`src/rtl/debounce_pkg.sv`:
```
// Shared defaults and width helpers for the multi-channel switch debouncer.
package debounce_pkg;

  localparam int DEFAULT_STABLE_CYCLES = 500000;
  localparam int DEFAULT_SYNC_STAGES   = 2;

  function automatic int cnt_width(input int stable_cycles);
    return $clog2(stable_cycles);
  endfunction

  // Holds 0..long_cycles so the counter can saturate one past the firing point.
  function automatic int hold_width(input int long_cycles);
    if (long_cycles > 0) begin
      return $clog2(long_cycles + 1);
    end else begin
      return 1;
    end
  endfunction

endpackage

```
`src/rtl/debounce_channel.sv`:
```
// One debounced input: synchroniser, stable counter, edge pulses and optional long-press pulse.
module debounce_channel
  import debounce_pkg::*;
#(
  parameter int   STABLE_CYCLES = DEFAULT_STABLE_CYCLES,
  parameter int   SYNC_STAGES   = DEFAULT_SYNC_STAGES,
  parameter logic RESET_LEVEL   = 1'b0,
  parameter int   LONG_CYCLES   = 0
) (
  input  logic clk,
  input  logic rst,
  input  logic din,
  output logic level,
  output logic rise,
  output logic fall,
  output logic long_pulse
);

  localparam int            CW      = cnt_width(STABLE_CYCLES);
  localparam logic [CW-1:0] CNT_MAX = CW'(STABLE_CYCLES - 1);

  logic [SYNC_STAGES-1:0] sync_r;
  logic [CW-1:0]          cnt_r, cnt_next_s;
  logic                   level_r, level_next_s;
  logic                   rise_r, rise_next_s;
  logic                   fall_r, fall_next_s;
  logic                   sync_s;

  assign sync_s = sync_r[SYNC_STAGES-1];

  // Stable-count filter: any sample matching the current level restarts the count.
  always_comb begin
    cnt_next_s   = cnt_r;
    level_next_s = level_r;
    rise_next_s  = 1'b0;
    fall_next_s  = 1'b0;
    if (sync_s == level_r) begin
      cnt_next_s = '0;
    end else if (cnt_r == CNT_MAX) begin
      cnt_next_s   = '0;
      level_next_s = sync_s;
      rise_next_s  = sync_s;
      fall_next_s  = ~sync_s;
    end else begin
      cnt_next_s = cnt_r + CW'(1);
    end
  end

  // Synchroniser, counter and level/edge registers.
  always_ff @(posedge clk) begin
    if (rst) begin
      sync_r  <= {SYNC_STAGES{RESET_LEVEL}};
      cnt_r   <= '0;
      level_r <= RESET_LEVEL;
      rise_r  <= 1'b0;
      fall_r  <= 1'b0;
    end else begin
      sync_r  <= {sync_r[SYNC_STAGES-2:0], din};
      cnt_r   <= cnt_next_s;
      level_r <= level_next_s;
      rise_r  <= rise_next_s;
      fall_r  <= fall_next_s;
    end
  end

  assign level = level_r;
  assign rise  = rise_r;
  assign fall  = fall_r;

  if (LONG_CYCLES > 0) begin : g_long
    localparam int            HW        = hold_width(LONG_CYCLES);
    localparam logic [HW-1:0] HOLD_FIRE = HW'(LONG_CYCLES - 1);
    localparam logic [HW-1:0] HOLD_SAT  = HW'(LONG_CYCLES);

    logic [HW-1:0] hold_r, hold_next_s;
    logic          long_r, long_next_s;

    // Hold counter stays at zero while low, so a fresh press always starts from 0.
    always_comb begin
      hold_next_s = hold_r;
      long_next_s = 1'b0;
      if (!level_r) begin
        hold_next_s = '0;
      end else if (hold_r == HOLD_FIRE) begin
        hold_next_s = HOLD_SAT;
        long_next_s = 1'b1;
      end else if (hold_r < HOLD_FIRE) begin
        hold_next_s = hold_r + HW'(1);
      end else begin
        hold_next_s = hold_r;
      end
    end

    // Long-press registers.
    always_ff @(posedge clk) begin
      if (rst) begin
        hold_r <= '0;
        long_r <= 1'b0;
      end else begin
        hold_r <= hold_next_s;
        long_r <= long_next_s;
      end
    end

    assign long_pulse = long_r;
  end else begin : g_no_long
    assign long_pulse = 1'b0;
  end

endmodule

```
`src/rtl/debouncer_bank.sv`:
```
// Bank of independent debounced switch inputs with level, edge and long-press outputs.
module debouncer_bank
  import debounce_pkg::*;
#(
  parameter int   CHANNELS      = 5,
  parameter int   STABLE_CYCLES = DEFAULT_STABLE_CYCLES,
  parameter int   SYNC_STAGES   = DEFAULT_SYNC_STAGES,
  parameter logic RESET_LEVEL   = 1'b0,
  parameter int   LONG_CYCLES   = 0
) (
  input  logic                i_CLK,
  input  logic                i_RST,
  input  logic [CHANNELS-1:0] i_Data,
  output logic [CHANNELS-1:0] o_Data,
  output logic [CHANNELS-1:0] o_Rise,
  output logic [CHANNELS-1:0] o_Fall,
  output logic [CHANNELS-1:0] o_Long
);

  if (CHANNELS < 1) begin : g_bad_channels
    $error("debouncer_bank: CHANNELS must be >= 1");
  end
  if (STABLE_CYCLES < 2) begin : g_bad_stable
    $error("debouncer_bank: STABLE_CYCLES must be >= 2");
  end
  if (SYNC_STAGES < 2) begin : g_bad_sync
    $error("debouncer_bank: SYNC_STAGES must be >= 2");
  end

  for (genvar i = 0; i < CHANNELS; i++) begin : g_ch
    debounce_channel #(
      .STABLE_CYCLES (STABLE_CYCLES),
      .SYNC_STAGES   (SYNC_STAGES),
      .RESET_LEVEL   (RESET_LEVEL),
      .LONG_CYCLES   (LONG_CYCLES)
    ) u_channel (
      .clk        (i_CLK),
      .rst        (i_RST),
      .din        (i_Data[i]),
      .level      (o_Data[i]),
      .rise       (o_Rise[i]),
      .fall       (o_Fall[i]),
      .long_pulse (o_Long[i])
    );
  end

endmodule

```
`config.mk`:
```
export PLATFORM = sky130hd
export DESIGN_NAME = debouncer_bank
export DESIGN_NICKNAME = d
export VERILOG_FILES = /design/src/rtl/debounce_pkg.sv /design/src/rtl/debounce_channel.sv /design/src/rtl/debouncer_bank.sv
export SDC_FILE = /design/constraint.sdc
export NUM_CORES = 1
export LEC_CHECK = 0
export CORE_MARGIN = 4
export CORE_UTILIZATION = 55
export DETAILED_ROUTE_END_ITERATION = 8
export PLACE_DENSITY_LB_ADDON = 0.12
export SETUP_SLACK_MARGIN = 0.2
export SYNTH_ARGS = -nofsm -noshare
export SYNTH_HDL_FRONTEND = slang
export SYNTH_SLANG_ARGS = --single-unit
export TNS_END_PERCENT = 50
```
`constraint.sdc`:
```
create_clock -name i_CLK -period 2.7 [get_ports i_CLK]
set_clock_uncertainty 0.05 [all_clocks]
set_input_delay 0.405 -clock i_CLK [delete_from_list [all_inputs] [get_ports i_CLK]]
set_output_delay 0.405 -clock i_CLK [all_outputs]
set_load 0.05 [all_outputs]
```
After elaboration in Yosys (flattened, before gate mapping)
Index checks and enable logic that the tools add are counted.
- flip-flop bits (word level): 120
- bits in latches: 0
- memory bits (writable): 0
- bits in read-only memories: 0
- input port bits: 7
- output and inout bits: 20
- word-level logic and storage cells: 70
- memories: 0
- add/subtract/negate cells: 5
- multiply operators: 0
- div/mod/pow operators: 0
- magnitude comparators: 0
- equal/unequal tests: 10
- shifts and indexed selects: 0
- mux-type cells: 0
- bitwise gates (word level): 15
- reductions and logical operators: 15
- operators with widths (operator ; number):
    adder 19 x 1 -> 19 bit (second input constant) ; 5
    equality test 19 bit (second input constant) ; 5
    OR reduction 3 bit ; 10
    inverter 1 bit ; 15
    AND reduction 2 bit ; 5
    equality test 1 bit ; 5

Depth between registers and ports, before layout
Gate-level depths: netlist (run 1).
- depth in word-level cells: 3
- mapped depth: 7
- depth with buffers taken out: 5

By module
A second synthesis (run 1) with hierarchy kept.
- cell total of the unflattened synthesis: 588
- area, all modules: 5400.2 sq um
- modules (own cells, without submodules) (module ; instances ; cells each ; area each (sq um) ; seq. area each (sq um)):
    debounce_channel at g_ch[0].u_channel ... ; 4 ; 117 ; 1072.3 ; 480.5
    debounce_channel at g_ch[2].u_channel ; 1 ; 120 ; 1111.1 ; 480.5

Worst setup path before layout (run 1)
Ideal clock, no wire load.
- kind: register to register
- start point: reg g_ch[0].u_channel.cnt_r[5]
- end point: reg g_ch[0].u_channel.cnt_r[2]
- setup time: 0.115 ns
- arrival: 1.952 ns
- setup slack: 0.583 ns
- stages on the path, launching flop included: 6
- period minus slack after synthesis: 2.117 ns
- cells stage by stage: dfxtp_1 or4b_2 or4_4 o21ai_2 buf_6 nor2_1
- word-level cells in the longest chain between the ends: 2
- ends and longest elaborated chain (what ; RTL line ; source):
    from (decl) ; debounce_channel.sv:23 ; logic [CW-1:0] cnt_r, cnt_next_s;
    from (signal assigned) ; debounce_channel.sv:59 ; cnt_r <= cnt_next_s;
    equality test 19 bit ; debounce_channel.sv:39 ; end else if (cnt_r == CNT_MAX) begin
    OR reduction 3 bit (no line) ; n/a ;
Every way passes these cells.
A chain may end at the register's enable or synchronous reset.

Final worst setup path (run 1)
- start point: reg g_ch[3].u_channel.cnt_r[12]
- end point: reg g_ch[3].u_channel.cnt_r[6]
- word-level cells in the longest chain between the ends: 2
- ends and longest elaborated chain (what ; RTL line):
    from (decl) ; debounce_channel.sv:23
    from (signal assigned) ; debounce_channel.sv:59
    equality test 19 bit ; debounce_channel.sv:39
    OR reduction 3 bit (no line) ; n/a
Every way passes these cells.

==> results of run 1 <==
power by group:
| part | switching, mW | internal, mW | total (mW) |
|---|---|---|---|
| Combinational | 0.0391 | 0.0199 | 0.0591 |
| Sequential | 0.00603 | 1.78 | 1.79 |
| Clock | 0.711 | 1.32 | 2.03 |
routing by layer:
layer / wire, um / track usage / share of wire / up-vias
li1: - / - / - / 2117
met2: 4360 / 0.293 / 0.45 / 52
met1: 4780 / 0.237 / 0.50 / 1865
met3: 308 / 0.0516 / 0.032 / 19
met4: 167 / 0.0768 / 0.017 / 0
met5: 0 / 0 / 0 / -
cell families after synthesis:
family	after synthesis
and+or+nand+nor	299
DFF	120
xor gates and xnor gates	73
buffers and inverters	54
AOI/OAI and AO/OA	48
adders and majority gates	5
other	1
cell usage after synthesis, types with 2 or more instances:
library cell / n
nor2_1: 91
nor2b_1: 10
or4_4: 2
buf_4: 22
a21oi_1: 22
ha_1: 5
and4_1: 13
o21ai_2: 2
o31ai_1: 2
and2_1: 4
nand2b_1: 3
nor4b_1: 3
nand2_1: 25
o21ai_0: 16
nor3_1: 13
nand4b_1: 2
clkbuf_1: 10
dfxtp_1: 120
nand4_1: 31
or4b_2: 3
nand3_1: 38
nor4_1: 16
xnor2_1: 39
or4b_1: 3
or4_1: 9
xor2_1: 34
and3_1: 13
or3_1: 15
inv_1: 20
layout make-up:
class,count,area (um^2),area share
clock buffer,26,498,0.0822
sequential,120,2400,0.397
timing repair buffer,28,263,0.0434
tap,129,161,0.0267
multi-input combinational,430,2620,0.432
inverter,20,75.1,0.0124
clock inverter,3,40.0,0.00661
final timing paths:
check	from	endpoint	slack, ns	cells past startpoint
max	g_ch[3].u_channel.cnt_r[12]	g_ch[3].u_channel.cnt_r[6]	0.43	5
min	g_ch[1].u_channel.sync_r[0]	g_ch[1].u_channel.sync_r[1]	0.38	1
max reg2reg	g_ch[3].u_channel.cnt_r[12]	g_ch[3].u_channel.cnt_r[6]	0.43	5
min reg2reg	g_ch[1].u_channel.sync_r[0]	g_ch[1].u_channel.sync_r[1]	0.38	1
worst max-delay path, stage by stage, from the launching register on:
cell,delay [ns]
dfxtp_1,0.36
or4b_1,0.57
or4_1,0.57
o21ai_2,0.29
buf_4,0.25
nor2_1,0.07
through the flow:
| step | instances | setup WS, ns | cell area [um^2] | hold slack [ns] |
|---|---|---|---|---|
| CTS | 756 | 0.429 | 6060 | 0.386 |
| detailed placement | 727 | 0.441 | 5520 | 0.376 |
| global placement | 727 | 0.530 | 5520 | 0.370 |
| global route | 756 | 0.335 | 6060 | 0.385 |
| finish | 756 | 0.427 | 6060 | 0.382 |
| floorplan | 604 | 0.583 | 5310 | 0.364 |
registers in the layout (all words and copies together) (netlist names):
name / cells
g_ch.u_channel.level: 5
g_ch.u_channel.fall: 5
g_ch.u_channel.cnt_r: 95
g_ch.u_channel.rise: 5
g_ch.u_channel.sync_r: 10
==> impl_metrics.toml, run 1 <==
[clock_tree]
cts_tree = "yes"
ctsResizeCount = 0
clkTransAtPathRegs_ns = 0.05
cts_buffers = 17
clockBufferDepth = 2
post_cts_buffers = 0
clock_latency_ns = 0.51
cts_max_level = 4
cts_root_buffer = "clkbuf_8"
clock-sinks = 120
cts-hold-fix-buffers = 0

[synth]
synth_seq_area_share = 0.453
avgSynthCellArea_um2 = 8.83
synthMuxAreaShare = 0
postSynthCellCount = 600
synth_ff_type = "dfxtp_1"
yosysTopAreaCell = "dfxtp_1"
ys_async_sr_fraction = 0
synth_top_family_by_area = "simple AND/OR/NAND/NOR gates"
synth-xor-area-share = 0.121
synthAdderAreaFrac = 0.0118
synthTopCellsByArea = "dfxtp_1 (45%), nor2_1 (6.4%), xnor2_1 (6.4%), xor2_1 (5.6%), nand4_1 (3.7%)"
yosys_register_bits = 120
synth_top_area_share = 0.453
yosys.area_share.simple = 0.305
ys_types = 43
synth_compound_area_frac = 0.0527
syn_area_mm2 = 0.00530
synth_edf_count = 0
yosysWarnings = 0

[power]
power_density_mw_per_mm2 = 641
ir_drop_mv = 0.440
finalPower_mw = 3.88
leakagePower_nw = 1.88

[finish]
final_cell_mix = "dfxtp_1 (120), nor2_1 (91), xnor2_1 (39)"
syn2layout_area_growth_pct = 14.3
num_antenna_cells = 0
drive_gt1_frac = 0.0670
layout_commonest_cell = "dfxtp_1"
utilization = 0.649
layout.nets = 629
fillers = 813

[floorplanning]
die-width_um = 106
die_h_um = 106
fp-row-count = 35
core_region_area_mm2 = 0.00933
initial_utilization = 0.568
pin_count = 27
dieArea_mm2 = 0.0113

[worst_setup_path]
crit_required_ns = 3.04
cp_max_fo = 12
startpoint_type = "register"
end_kind = "register"
critPathKind = "reg -> reg"
crit_arrival_ns = 2.62

[grt]
grt_overflow_total = 0
grt_max_degree = 20
antenna_found_initial = 0
grt_pass1_wl_um = 17200
track_usage = 0.185
grt_pass1_vias = 3876

[routing]
vias = 4053
postRouteAntennaNets = 0
drc = 0
wl_um = 9620
viasPerCell = 5.36
initialDrtViolationCount = 141
routedWlPerCell_um = 12.7
drt_pre_antenna_iters = 4

[place]
gp_congestion = 0.874
dp_hpwl_um = 6640
port_buffers = 21

[timing]
slew_headroom = 0.597
hold_violations = 0
fmax_mhz = 440
maxSlewViolCount = 0
worst_pin_slew_ns = 0.600
period_share = 0.842
fin_tns_setup_ns = 0
rsz0062_at_grt = "false"
setup_viol = 0
min_period_ns = 2.27

[run]
drv_cap = 0

[outcome]
status = "finished clean"

[min_path]
hold_class = "reg -> reg"
Note: power is estimated with default switching activity, not from simulation.
==> inputs of run 2 (changes only) <==
--- a/config.mk
+++ b/config.mk
@@ -6,7 +6,7 @@
 export NUM_CORES = 1
 export LEC_CHECK = 0
 export CORE_MARGIN = 4
-export CORE_UTILIZATION = 55
+export CORE_UTILIZATION = 54
 export DETAILED_ROUTE_END_ITERATION = 8
 export PLACE_DENSITY_LB_ADDON = 0.12
 export SETUP_SLACK_MARGIN = 0.2
==> constraint.sdc (replaced) <==
create_clock -name i_CLK -period 2 [get_ports i_CLK]
set_clock_uncertainty 0.05 [all_clocks]
set_input_delay 0.3 -clock i_CLK [delete_from_list [all_inputs] [get_ports i_CLK]]
set_output_delay 0.3 -clock i_CLK [all_outputs]
set_load 0.05 [all_outputs]
==> run 2 against run 1 <==
The flow now finishes with violations (setup timing); final area rose by 10%; register-to-register slack got worse by 0.43 ns; final cell count rose by 5.7%; sequential cell count did not move; worst setup slack got worse by 0.43 ns; hold slack got worse by 0.089 ns; utilization rose by 5.9 points; critical path depth did not move; clock power rose by 49%; wire length rose by 10%; critical path type unchanged; largest cell class unchanged; highest routed layer unchanged.
==> impl_metrics.toml, run 2 (same netlist as run 1, synthesis figures left out) <==
[outcome]
status = "complete, but fails checks"
violations = "setup timing"

[worst_setup_path]
path_cells = "or4b_4 -> or4_4 -> o21ai_4 -> buf_6 -> nor2_1"
cp_slowest_cell = "or4_4"
cp_max_fo = 8
rr_startpoint = "g_ch[3].u_channel.cnt_r[6]"
startpoint_type = "register"
critPathKind = "reg -> reg"
cpPeakStageDelay_ns = 0.58
end_kind = "register"
ff2ff_setup_slack_ns = -0.004
crit_arrival_ns = 2.36
crit_end = "g_ch[3].u_channel.cnt_r[12]"
r2r-end = "g_ch[3].u_channel.cnt_r[12]"
cp-startpoint = "g_ch[3].u_channel.cnt_r[6]"
crit_required_ns = 2.36
ff2ff_path_depth = 5

[floorplanning]
dieArea_mm2 = 0.0115
initial_utilization = 0.563
die-width_um = 107
die_h_um = 107
core_region_area_mm2 = 0.00942
fp-row-count = 35
pin_count = 27

[routing]
wl_um = 10600
routedWlPerCell_um = 13.3
drt_pre_antenna_iters = 4
viasPerCell = 5.39
initialDrtViolationCount = 175
postRouteAntennaNets = 0
drc = 0
vias = 4308

[min_path]
min_delay_path_depth = 2
hold_class = "in -> reg"

[clock_tree]
clockBufferDepth = 2
clkTransAtPathRegs_ns = 0.06
cts_max_level = 4
cts_tree = "yes"
clock_latency_ns = 0.52
cts_buffers = 17
cts_root_buffer = "clkbuf_8"
clock-sinks = 120

[grt]
grt_overflow_total = 0
grt_pass1_vias = 4121
track_usage = 0.195
grt_pass1_wl_um = 18300
grt_max_degree = 20
antenna_found_initial = 0

[timing]
timing.hold.ws_ns = 0.292
slew_headroom = 0.569
setup_viol = 3
min_period_ns = 2.00
fmax_mhz = 499
layout_setup_ws_ns = -0.00351
hold_violations = 0
fin_tns_setup_ns = -0.00924
period_share = 1.00
worst_pin_slew_ns = 0.641
rsz0062_at_grt = "true"
maxSlewViolCount = 0

[power]
seqPwrFrac = 0.435
netSwitchingPower_mw = 1.13
pwr-share-comb = 0.019
leakagePower_nw = 2.21
power_density_mw_per_mm2 = 830
p_int_mw = 4.40
ir_drop_mv = 0.758
swShare = 0.205
p_clk_frac = 0.546

[place]
dp_hpwl_um = 7330
port_buffers = 21
place_ws_ns = 0.0144
gp_congestion = 0.825

[finish]
fillers = 750
layout.nets = 669
layout_commonest_cell = "dfxtp_1"
syn2layout_area_growth_pct = 25.9
final_cell_mix = "dfxtp_1 (105), nor2_1 (78), xnor2_1 (39)"
num_antenna_cells = 0
utilization = 0.709
top_regs = "g_ch.u_channel.cnt_r: 95 flops, g_ch.u_channel.sync_r: 10 flops"
largest_reg_flops = 95
regMostFlops = "g_ch.u_channel.cnt_r"
drive_gt1_frac = 0.209

[run]
drv_cap = 0
[run 2: cell types whose count changed in the layout (fill, tap and decap cells not counted), sizes merged, moves of 4 or more]
cell	change
dlygate4sd2	+10
clkdlybuf4s50	-15
clkinvlp	+4
buf	+39
[run 2: through the flow]
step / instances / cell area (um^2) / power, mW
3_3_place_gp: 766 / 5910 / 2.55
3_5_place_dp: 766 / 5910 / 2.56
6_report: 799 / 6670 / 5.54
5_1_grt: 799 / 6670 / 5.72
4_1_cts: 798 / 6580 / 5.61
2_1_floorplan: 604 / 5370 / 2.53
[run 2: area by class of cell]
class	instances	area (um^2)	share of cell area
Sequential cell	120	2430	0.364
Tap cell	129	161	0.0242
Inverter	20	75.1	0.0113
Clock inverter	11	148	0.0221
Timing Repair Buffer	68	619	0.0928
Multi-Input combinational cell	430	2790	0.418
Clock buffer	21	449	0.0673
[run 2: timing repair]
action	4_1_cts	5_1_grt
setup endpoints to repair	79	104
cloned	0	1
pin swaps	18	8
resized for setup	44	31
setup buffers	0	0
hold buffers	0	0
[run 2: how the worst min path moves through the flow]
stage	startpoint	to	slack (ns)
finish	i_Data[1]	g_ch[1].u_channel.sync_r[0]	0.29
global route	i_Data[3]	g_ch[3].u_channel.sync_r[0]	0.29
CTS	i_Data[1]	g_ch[1].u_channel.sync_r[0]	0.27
detailed placement	g_ch[2].u_channel.sync_r[0]	g_ch[2].u_channel.sync_r[1]	0.38
global placement	g_ch[0].u_channel.sync_r[0]	g_ch[0].u_channel.sync_r[1]	0.37
floorplan	g_ch[0].u_channel.sync_r[0]	g_ch[0].u_channel.sync_r[1]	0.36
[run 2: worst max-delay path: cells and delay by family (launching register included)]
| family | cells | cell delay [ns] |
|---|---|---|
| AO/OA/AOI/OAI | 1 | 0.19 |
| buffers and inverters | 1 | 0.17 |
| flip-flops | 1 | 0.32 |
| AND/OR/NAND/NOR | 3 | 1.18 |
[run 2: power by group through the flow]
| stage | Clock [mW] | Combinational, mW | Sequential, mW |
|---|---|---|---|
| after global placement | 0 | 0.0931 | 2.46 |
| final | 3.03 | 0.103 | 2.41 |
| after floorplan | 0 | 0.0664 | 2.46 |
| after CTS | 3.10 | 0.0989 | 2.41 |
| after global routing | 3.20 | 0.111 | 2.41 |
| after detailed placement | 0 | 0.0944 | 2.46 |
[run 2: routing by layer]
layer / wire, um / vias up / GRT usage
met5: 0 / - / 0
met4: 99 / 0 / 0.0612
met3: 362 / 9 / 0.0590
met2: 5050 / 61 / 0.324
met1: 5100 / 2036 / 0.242
li1: - / 2202 / -
